[config.mk]
export PLATFORM = sky130hd
export DESIGN_NAME = wb_stage
export DESIGN_NICKNAME = d
export VERILOG_FILES = /design/src/rtl/wb_stage_pkg.sv /design/src/rtl/wb_stage.sv
export SDC_FILE = /design/constraint.sdc
export NUM_CORES = 1
export LEC_CHECK = 0
export ABC_AREA = 0
export CAP_MARGIN = 15
export CORE_AREA = 5 5 181 183
export CTS_BUF_LIST = sky130_fd_sc_hd__clkbuf_4
export DETAILED_ROUTE_END_ITERATION = 12
export DIE_AREA = 0 0 186 188
export PLACE_DENSITY = 0.6
export SLEW_MARGIN = 20
export SYNTH_ARGS = -nofsm -noshare
export SYNTH_HDL_FRONTEND = slang
export SYNTH_SLANG_ARGS = --single-unit
[constraint.sdc]
create_clock -name clk -period 2.6 [get_ports clk]
set_input_delay 0.65 -clock clk [delete_from_list [all_inputs] [get_ports clk]]
set_output_delay 0.65 -clock clk [all_outputs]
set_load 0.005 [all_outputs]
[src/rtl/wb_stage_pkg.sv]
// Shared constants and the MEM->WB payload for the writeback stage.
package wb_stage_pkg;

    localparam int unsigned PC_W       = 32;
    localparam int unsigned DATA_W     = 32;
    localparam int unsigned REG_ADDR_W = 5;
    localparam int unsigned ECODE_W    = 6;
    localparam int unsigned ESUBCODE_W = 9;
    localparam int unsigned CSR_NUM_W  = 14;

    localparam logic [ECODE_W-1:0] ECODE_INT  = ECODE_W'(6'h00);
    localparam logic [ECODE_W-1:0] ECODE_ADEF = ECODE_W'(6'h08);
    localparam logic [ECODE_W-1:0] ECODE_ALE  = ECODE_W'(6'h09);
    localparam logic [ECODE_W-1:0] ECODE_SYS  = ECODE_W'(6'h0B);
    localparam logic [ECODE_W-1:0] ECODE_BRK  = ECODE_W'(6'h0C);
    localparam logic [ECODE_W-1:0] ECODE_INE  = ECODE_W'(6'h0D);

    localparam logic [CSR_NUM_W-1:0] CSR_CRMD   = CSR_NUM_W'(14'h000);
    localparam logic [CSR_NUM_W-1:0] CSR_PRMD   = CSR_NUM_W'(14'h001);
    localparam logic [CSR_NUM_W-1:0] CSR_EUEN   = CSR_NUM_W'(14'h002);
    localparam logic [CSR_NUM_W-1:0] CSR_ECFG   = CSR_NUM_W'(14'h004);
    localparam logic [CSR_NUM_W-1:0] CSR_ESTAT  = CSR_NUM_W'(14'h005);
    localparam logic [CSR_NUM_W-1:0] CSR_ERA    = CSR_NUM_W'(14'h006);
    localparam logic [CSR_NUM_W-1:0] CSR_BADV   = CSR_NUM_W'(14'h007);
    localparam logic [CSR_NUM_W-1:0] CSR_EENTRY = CSR_NUM_W'(14'h00C);
    localparam logic [CSR_NUM_W-1:0] CSR_SAVE0  = CSR_NUM_W'(14'h030);
    localparam logic [CSR_NUM_W-1:0] CSR_SAVE1  = CSR_NUM_W'(14'h031);
    localparam logic [CSR_NUM_W-1:0] CSR_SAVE2  = CSR_NUM_W'(14'h032);
    localparam logic [CSR_NUM_W-1:0] CSR_SAVE3  = CSR_NUM_W'(14'h033);
    localparam logic [CSR_NUM_W-1:0] CSR_TID    = CSR_NUM_W'(14'h040);
    localparam logic [CSR_NUM_W-1:0] CSR_TCFG   = CSR_NUM_W'(14'h041);
    localparam logic [CSR_NUM_W-1:0] CSR_TVAL   = CSR_NUM_W'(14'h042);
    localparam logic [CSR_NUM_W-1:0] CSR_TICLR  = CSR_NUM_W'(14'h044);

    typedef struct packed {
        logic [PC_W-1:0]       pc;
        logic                  rf_we;
        logic [REG_ADDR_W-1:0] rf_waddr;
        logic [DATA_W-1:0]     rf_wdata;
        logic                  csr_re;
        logic                  csr_we;
        logic [CSR_NUM_W-1:0]  csr_num;
        logic [DATA_W-1:0]     csr_wmask;
        logic [DATA_W-1:0]     csr_wvalue;
        logic                  ex;
        logic [ECODE_W-1:0]    ecode;
        logic [ESUBCODE_W-1:0] esubcode;
        logic                  ertn;
    } ws_bus_t;

endpackage

[src/rtl/wb_stage.sv]
// Writeback stage: commits register/CSR writes, raises exceptions and ertn,
// and counts retired instructions.
module wb_stage
    import wb_stage_pkg::*;
(
    input  logic        clk,
    input  logic        reset,

    input  logic        ms_to_ws_valid,
    output logic        ws_allowin,
    input  logic [31:0] ms_pc,
    input  logic        ms_rf_we,
    input  logic [4:0]  ms_rf_waddr,
    input  logic [31:0] ms_rf_wdata,
    input  logic        ms_csr_re,
    input  logic        ms_csr_we,
    input  logic [13:0] ms_csr_num,
    input  logic [31:0] ms_csr_wmask,
    input  logic [31:0] ms_csr_wvalue,
    input  logic        ms_ex,
    input  logic [5:0]  ms_ecode,
    input  logic [8:0]  ms_esubcode,
    input  logic        ms_ertn,

    output logic        csr_re,
    output logic [13:0] csr_num,
    input  logic [31:0] csr_rvalue,
    output logic        csr_we,
    output logic [31:0] csr_wmask,
    output logic [31:0] csr_wvalue,

    output logic        wb_ex,
    output logic [5:0]  wb_ecode,
    output logic [8:0]  wb_esubcode,
    output logic [31:0] wb_pc,
    output logic        ertn_flush,
    output logic        ws_flush,

    output logic        rf_we,
    output logic [4:0]  rf_waddr,
    output logic [31:0] rf_wdata,

    output logic [31:0] debug_wb_pc,
    output logic [3:0]  debug_wb_rf_we,
    output logic [4:0]  debug_wb_rf_wnum,
    output logic [31:0] debug_wb_rf_wdata,

    output logic [31:0] retire_cnt
);

    logic    ws_valid;
    logic    ws_ready_go;
    ws_bus_t ms_bus;
    ws_bus_t ws_q;

    assign ms_bus = '{
        pc:         ms_pc,
        rf_we:      ms_rf_we,
        rf_waddr:   ms_rf_waddr,
        rf_wdata:   ms_rf_wdata,
        csr_re:     ms_csr_re,
        csr_we:     ms_csr_we,
        csr_num:    ms_csr_num,
        csr_wmask:  ms_csr_wmask,
        csr_wvalue: ms_csr_wvalue,
        ex:         ms_ex,
        ecode:      ms_ecode,
        esubcode:   ms_esubcode,
        ertn:       ms_ertn
    };

    assign ws_ready_go = 1'b1;
    assign ws_allowin  = !ws_valid || ws_ready_go;

    // An instruction arriving while WB flushes is dropped.
    always_ff @(posedge clk) begin
        if (reset) begin
            ws_valid <= 1'b0;
        end else if (ws_allowin) begin
            ws_valid <= ms_to_ws_valid && !ws_flush;
        end
    end

    always_ff @(posedge clk) begin
        if (ws_allowin && ms_to_ws_valid) begin
            ws_q <= ms_bus;
        end
    end

    // ertn counts as retired; faulting instructions do not.
    always_ff @(posedge clk) begin
        if (reset) begin
            retire_cnt <= 32'd0;
        end else if (ws_valid && !ws_q.ex) begin
            retire_cnt <= retire_cnt + 32'd1;
        end
    end

    // ex takes priority over ertn when both are set.
    assign wb_ex       = ws_valid && ws_q.ex;
    assign ertn_flush  = ws_valid && ws_q.ertn && !ws_q.ex;
    assign ws_flush    = wb_ex || ertn_flush;
    assign wb_ecode    = ws_q.ecode;
    assign wb_esubcode = ws_q.esubcode;
    assign wb_pc       = ws_q.pc;

    assign csr_re     = ws_valid && ws_q.csr_re;
    assign csr_we     = ws_valid && ws_q.csr_we && !ws_q.ex;
    assign csr_num    = ws_q.csr_num;
    assign csr_wmask  = ws_q.csr_wmask;
    assign csr_wvalue = ws_q.csr_wvalue;

    // csr_rvalue is combinational, so a read returns the pre-write value.
    assign rf_we    = ws_valid && ws_q.rf_we && !ws_q.ex;
    assign rf_waddr = ws_q.rf_waddr;
    assign rf_wdata = ws_q.csr_re ? csr_rvalue : ws_q.rf_wdata;

    assign debug_wb_pc       = ws_q.pc;
    assign debug_wb_rf_we    = {4{rf_we}};
    assign debug_wb_rf_wnum  = rf_waddr;
    assign debug_wb_rf_wdata = rf_wdata;

endmodule

==> results.toml, run 1 <==
[global_route]
met2_usage_pct = 24.9
grt_pass1_wl_mm = 36.8
grt_pass1_vias = 5605
grt_start_max_net_pins = 39
busiest_layer = "met2"
grt_antenna_before_repair = 3
use_met3_pct = 5.10
track_usage_pct = 14.3
use_met1_pct = 16.6
grt-ovfl-total = 0

[layout]
postLayoutCellArea_um2 = 12700
layoutNonFillerInstCount = 1318
fill_cells = 2951
final_cell_mix = "clkdlybuf4s50_1, edfxtp_1, dfxtp_1, clkbuf_2, dlygate4sd2_1"
final_core_util_pct = 40.7
seqCellArea_um2 = 5680
nets = 1104
final_common_cell = "clkdlybuf4s50_1"
drive_above_1_share_pct = 16.8
area_growth_pct = 47.6
multi_input_area_um2 = 1360

[power]
seq_power_share_pct = 57.1
combPwrFrac_pct = 17.8
leakage_uw = 0.00459
internal-power_uw = 5000
sw_frac_of_total_pct = 24.6
vdd_drop_max_mv = 0.213
p_clk_share_pct = 25.1
p_per_area_nw_per_um2 = 524
power_switching_uw = 1630

[placement]
placed_cells_incl_taps = 1271
dpl-instance-area_um2 = 12400
preCtsSetupSlack_ns = 0.0733
dp_hpwl_mm = 20.5
port_buffers = 474
place.gp.congestion = 0.782

[yosys]
ys_seq_area_share_pct = 66.2
yosysWarnings = 0
syn_area_per_cell_um2 = 14.3
synth_edf_count = 167
synth_seq_cells = 200
synth_area_leaders = "edfxtp_1, buf_4, dfxtp_1"
postSynthCellCount = 600
synthesis.area_um2 = 8570
ys.flop_type = "edfxtp_1"
syn-num-nets = 803
synth_top_area_cell = "edfxtp_1"
synth_top_area_share_pct = 58.5
async_reset_ff_share_pct = 0
ys_types = 34

[worst_setup_path]
path_class = "flip-flop to primary output"
r2r_end = "retire_cnt[16]$_SDFFE_PP0P_"
worstSetupStartpoint = "ws_q[96]$_DFFE_PP_"
endpoint = "rf_wdata[15]"
critPathRequiredTime_ns = 1.95
r2r_cells = 5
cp_max_fo = 9
startpoint_type = "flip-flop"
crit_path_end_kind = "primary output"
r2r_slack_ns = 0.41
worstReg2RegStart = "retire_cnt[7]$_SDFFE_PP0P_"
crit_arrival_ns = 1.87

[clock_tree]
clk_pin_slew_worst_paths_ns = 0.17
ctsHoldBuffers = 0
cts_buffer_depth = 2
cts.htree.levels = 4
root_buffer = "clkbuf_4"
clkLatencyLatePin_ns = 0.58
numCtsBuffers = 17
cts_tree = "done"
cts_sinks = 200

[min_path]
min_path_type = "input pin to flip-flop"
holdPathStages = 1
holdCritStartpoint = "ms_to_ws_valid"

[routing]
post_drt_wl_per_cell_um = 20.1
vias = 5413
drc = 0
drt_wl_total_mm = 26.5
drt-initial-drc-count = 186
via_per_inst = 4.11
drt_pre_antenna_iters = 7
postRouteAntennaNets = 0

[timing]
finClkSkew_ns = 0.0197
finalCriticalPeriod_ns = 2.52
worst_pin_slew_ns = 0.686
period_share_pct = 96.9
hold_viol = 0
setup_viol = 0
worst_slack_ns = 0.0817
slew_viol_final = 0
timing.fmax_ghz = 0.397
slew_headroom_pct = 54.1
rsz0062_at_grt = "yes"

[die]
dieArea_um2 = 35000
num_rows = 65
die_w_um = 186
num_io_pins = 476
die_y_um = 188
initial_core_util_pct = 27.6
core_area_um2 = 31100

[job]
max-cap-violations = 0

[outcome]
status = "finished clean"
==> power by group through the flow <==
| stage | combinational, uW | sequential (uW) | clock [uW] |
|---|---|---|---|
| after floorplan | 501 | 3830 | 0 |
| after global placement | 1220 | 3860 | 0 |
| after detailed placement | 1230 | 3860 | 0 |
| after CTS | 1210 | 3790 | 1790 |
| after global routing | 1250 | 3810 | 1920 |
| final | 1180 | 3790 | 1660 |
==> area by class of cell <==
| type | count | share of cell area (%) |
|---|---|---|
| antenna | 2 | 0.0395 |
| clock inverter | 15 | 1.14 |
| clock buffer | 17 | 1.01 |
| multi-input combinational | 176 | 10.7 |
| tap | 402 | 3.97 |
| sequential | 200 | 44.9 |
| inverter | 4 | 0.119 |
| timing repair buffer | 502 | 38.1 |
==> cell families (layout without fill, tap and decap cells) <==
logic type,count (synthesis),count (layout),share of synthesized area [%]
compound gates,20,20,1.43
fa+ha+maj,1,1,0.146
other cells,1,3,0.0437
xor+xnor,13,13,1.33
mux,41,41,5.37
flops,200,200,66.2
simple gates,100,100,6.57
buf+inv,224,538,18.9
==> Yosys cell counts (all sizes together), types with 10 or more instances <==
cell	n
clkbuf	13
a21oi	10
mux2	40
nor2	22
buf	207
nand3	10
dfxtp	33
edfxtp	167
nand2	12
==> worst min-delay path by stage <==
stage	endpoint	slack, ns
4_1_cts	csr_wvalue[20]$_DFFE_PP_	0.39
3_3_place_gp	retire_cnt[22]$_SDFFE_PP0P_	0.49
6_report	wb_ecode[5]$_DFFE_PP_	0.49
5_1_grt	csr_wvalue[20]$_DFFE_PP_	0.38
2_1_floorplan	retire_cnt[22]$_SDFFE_PP0P_	0.48
3_5_place_dp	retire_cnt[22]$_SDFFE_PP0P_	0.50
==> what timing repair did <==
item                                    CTS  global route
gates cloned                              2             0
endpoints found under the setup margin   73            62
gates resized for setup                 165            60
buffers inserted                         11             2
endpoints found under the hold margin     0             0
pin swaps                                 1             0
==> state kept, by name, summed over array words and instances, names as in the netlist <==
signal	flops
csr_wvalue	32
wb_ecode	6
debug_wb_pc	32
csr_wmask	32
ws_valid	1
csr_num	14
retire_cnt	32
ws_q	37
debug_wb_rf_wnum	5
wb_esubcode	9
==> critical path, cell delays in order, from the launching register on <==
cell             delay, ns
edfxtp_1              0.43
buf_4                 0.15
buf_12                0.14
mux2_2                0.36
clkdlybuf4s15_2       0.23
==> metrics by stage <==
stage / hold WS (ns) / power, uW / setup TNS (ns)
global placement: 0.493 / 5080 / 0
finish: 0.489 / 6630 / 0
detailed placement: 0.500 / 5090 / 0
CTS: 0.386 / 6790 / -1.45
global route: 0.376 / 6980 / -0.839
floorplan: 0.477 / 4330 / 0
==> routing by layer <==
layer	vias up	share of wire, %
met5	-	0.042
met4	2	1.3
met3	21	8.9
met2	237	52
met1	2627	38
li1	2526	-
Power figures use the tool's default switching activity.
==> run 2, diff against run 1 <==
--- a/config.mk
+++ b/config.mk
@@ -6,6 +6,7 @@
 export NUM_CORES = 1
 export LEC_CHECK = 0
 export ABC_AREA = 0
+export ABC_CLOCK_PERIOD_IN_PS = 2600
 export CAP_MARGIN = 15
 export CORE_AREA = 5 5 181 183
 export CTS_BUF_LIST = sky130_fd_sc_hd__clkbuf_4
==> results of run 2 <==
Same layout as run 1: the final DEF is identical, and so are final timing and power.
==> run 3, diff against run 2 <==
--- a/config.mk
+++ b/config.mk
@@ -8,11 +8,13 @@
 export ABC_AREA = 0
 export ABC_CLOCK_PERIOD_IN_PS = 2600
 export CAP_MARGIN = 15
-export CORE_AREA = 5 5 181 183
+export CORE_AREA = 2 2 186 188
 export CTS_BUF_LIST = sky130_fd_sc_hd__clkbuf_4
+export CTS_CLUSTER_DIAMETER = 30
 export DETAILED_ROUTE_END_ITERATION = 12
-export DIE_AREA = 0 0 186 188
-export PLACE_DENSITY = 0.6
+export DIE_AREA = 0 0 188 190
+export DONT_BUFFER_PORTS = 1
+export PLACE_DENSITY = 0.38
 export SLEW_MARGIN = 20
 export SYNTH_ARGS = -nofsm -noshare
 export SYNTH_HDL_FRONTEND = slang
==> results.toml, run 3 (synthesized netlist as in run 1, its figures left out) <==
[outcome]
status = "finished clean"

[power]
combPwrFrac_pct = 4.6
p_clk_share_pct = 28.7
vdd_drop_max_mv = 0.229
power.total_uw = 5810
sw_frac_of_total_pct = 24.7
p_per_area_nw_per_um2 = 665
leakage_uw = 0.00282
power_switching_uw = 1430
seq_power_share_pct = 66.6
internal-power_uw = 4380

[timing]
hold_viol = 0
holdWs_ns = 0.124
period_share_pct = 92.2
finalCriticalPeriod_ns = 2.40
rsz0062_at_grt = "no"
worst_slack_ns = 0.203
setup_viol = 0
slew_headroom_pct = 32.5
slew_viol_final = 0
worst_pin_slew_ns = 1.01
finClkSkew_ns = 0.0185
timing.fmax_ghz = 0.417
fin_setup_tns_ns = 0

[layout]
nets = 694
final_core_util_pct = 25.8
drive_above_1_share_pct = 16.3
largest_register = "ws_q"
multi_input_area_um2 = 1280
final_common_cell = "edfxtp_1"
fill_cells = 3436
largest_reg_flops = 37
seqCellArea_um2 = 5680
final_cell_mix = "edfxtp_1, dlygate4sd3_1, mux2_2, dfxtp_1, nor2_1"
area_growth_pct = 1.98

[clock_tree]
cts.htree.levels = 4
cts_buffer_depth = 2
root_buffer = "clkbuf_4"
clkLatencyLatePin_ns = 0.63
cts_setup_buffers = 0
clk_pin_slew_worst_paths_ns = 0.16
cts_sinks = 200
cts_tree = "done"
numCtsBuffers = 17

[routing]
drt_wl_total_mm = 20.7
vias = 3882
drt_pre_antenna_iters = 4
postRouteAntennaNets = 0
via_per_inst = 4.04
post_drt_wl_per_cell_um = 21.5
drc = 0
drt-initial-drc-count = 167

[worst_setup_path]
startpoint_type = "flip-flop"
crit_chain = "buf_6 -> mux2_2"
r2r_cells = 4
slowest_delay_ns = 0.47
cp_max_fo = 33
crit_path_top_delay_cell = "mux2_2"
critPathRequiredTime_ns = 1.95
crit_arrival_ns = 1.75
path_class = "flip-flop to primary output"
crit_path_end_kind = "primary output"

[global_route]
use_met1_pct = 10.8
track_usage_pct = 11.0
grt_pass1_vias = 3905
grt_start_max_net_pins = 169
grt_antenna_before_repair = 4
use_met3_pct = 6.86
grt-ovfl-total = 0
grt_pass1_wl_mm = 27.8
met2_usage_pct = 18.6
busiest_layer = "met2"

[min_path]
min_path_type = "input pin to flip-flop"
holdPathStages = 0

[placement]
place.gp.congestion = 0.755
preCtsSetupSlack_ns = 0.339
dp_hpwl_mm = 15.4
port_buffers = 0

[die]
die_y_um = 190
die_w_um = 188
dieArea_um2 = 35700
core_area_um2 = 33900
num_rows = 68
num_io_pins = 476
initial_core_util_pct = 25.3

[job]
max-cap-violations = 0
==> run 3: stage by stage <==
| stage | cell area, um2 | cells |
|---|---|---|
| 2_1_floorplan | 8570 | 600 |
| 3_3_place_gp | 7580 | 841 |
| 3_5_place_dp | 7580 | 841 |
| 4_1_cts | 8740 | 959 |
| 5_1_grt | 8740 | 960 |
| 6_report | 8740 | 961 |
==> run 3: final timing paths <==
kind         slack (ns)                          end                   startpoint
max                0.20        debug_wb_rf_wdata[20]           ws_q[96]$_DFFE_PP_
min                0.12      csr_wmask[13]$_DFFE_PP_             ms_csr_wmask[13]
max reg2reg        0.33  retire_cnt[18]$_SDFFE_PP0P_   retire_cnt[7]$_SDFFE_PP0P_
min reg2reg        0.56  retire_cnt[22]$_SDFFE_PP0P_  retire_cnt[22]$_SDFFE_PP0P_
==> run 3: final cells by class <==
cell class | instances | share of cell area [%]
flip-flops and latches | 200 | 64.9
well taps | 455 | 6.51
multi-input cells | 176 | 14.6
clock inverters | 15 | 1.86
repair buffers | 92 | 10.4
diodes | 2 | 0.0572
inverters | 4 | 0.172
clock buffers | 17 | 1.46
==> run 3: critical path: cells and delay by family (launching register included) <==
family	cells	cell delay, ns
multiplexers	1	0.47
flip-flops	1	0.37
buffers and inverters	1	0.29
==> run 3: power by group through the flow <==
stage               Sequential [uW]  Combinational [uW]  Clock (uW)
floorplan                      3830                 501           0
global placement               3960                 158           0
detailed placement             3960                 157           0
CTS                            3880                 273        1810
global route                   3890                 294        1920
finish                         3870                 270        1670
==> run 3: what timing repair did <==
item / 4_1_cts / 5_1_grt
setup endpoints to repair: 14 / 5
gates resized for setup: 2 / 1
hold buffers: 86 / 0
pin swaps: 0 / 0
endpoints found under the hold margin: 110 / 0
==> run 3: metal layers <==
layer,share of wire (%),up-vias
li1,-,1701
met1,35,1918
met2,51,239
met3,12,20
met4,1.7,4
met5,0.17,-
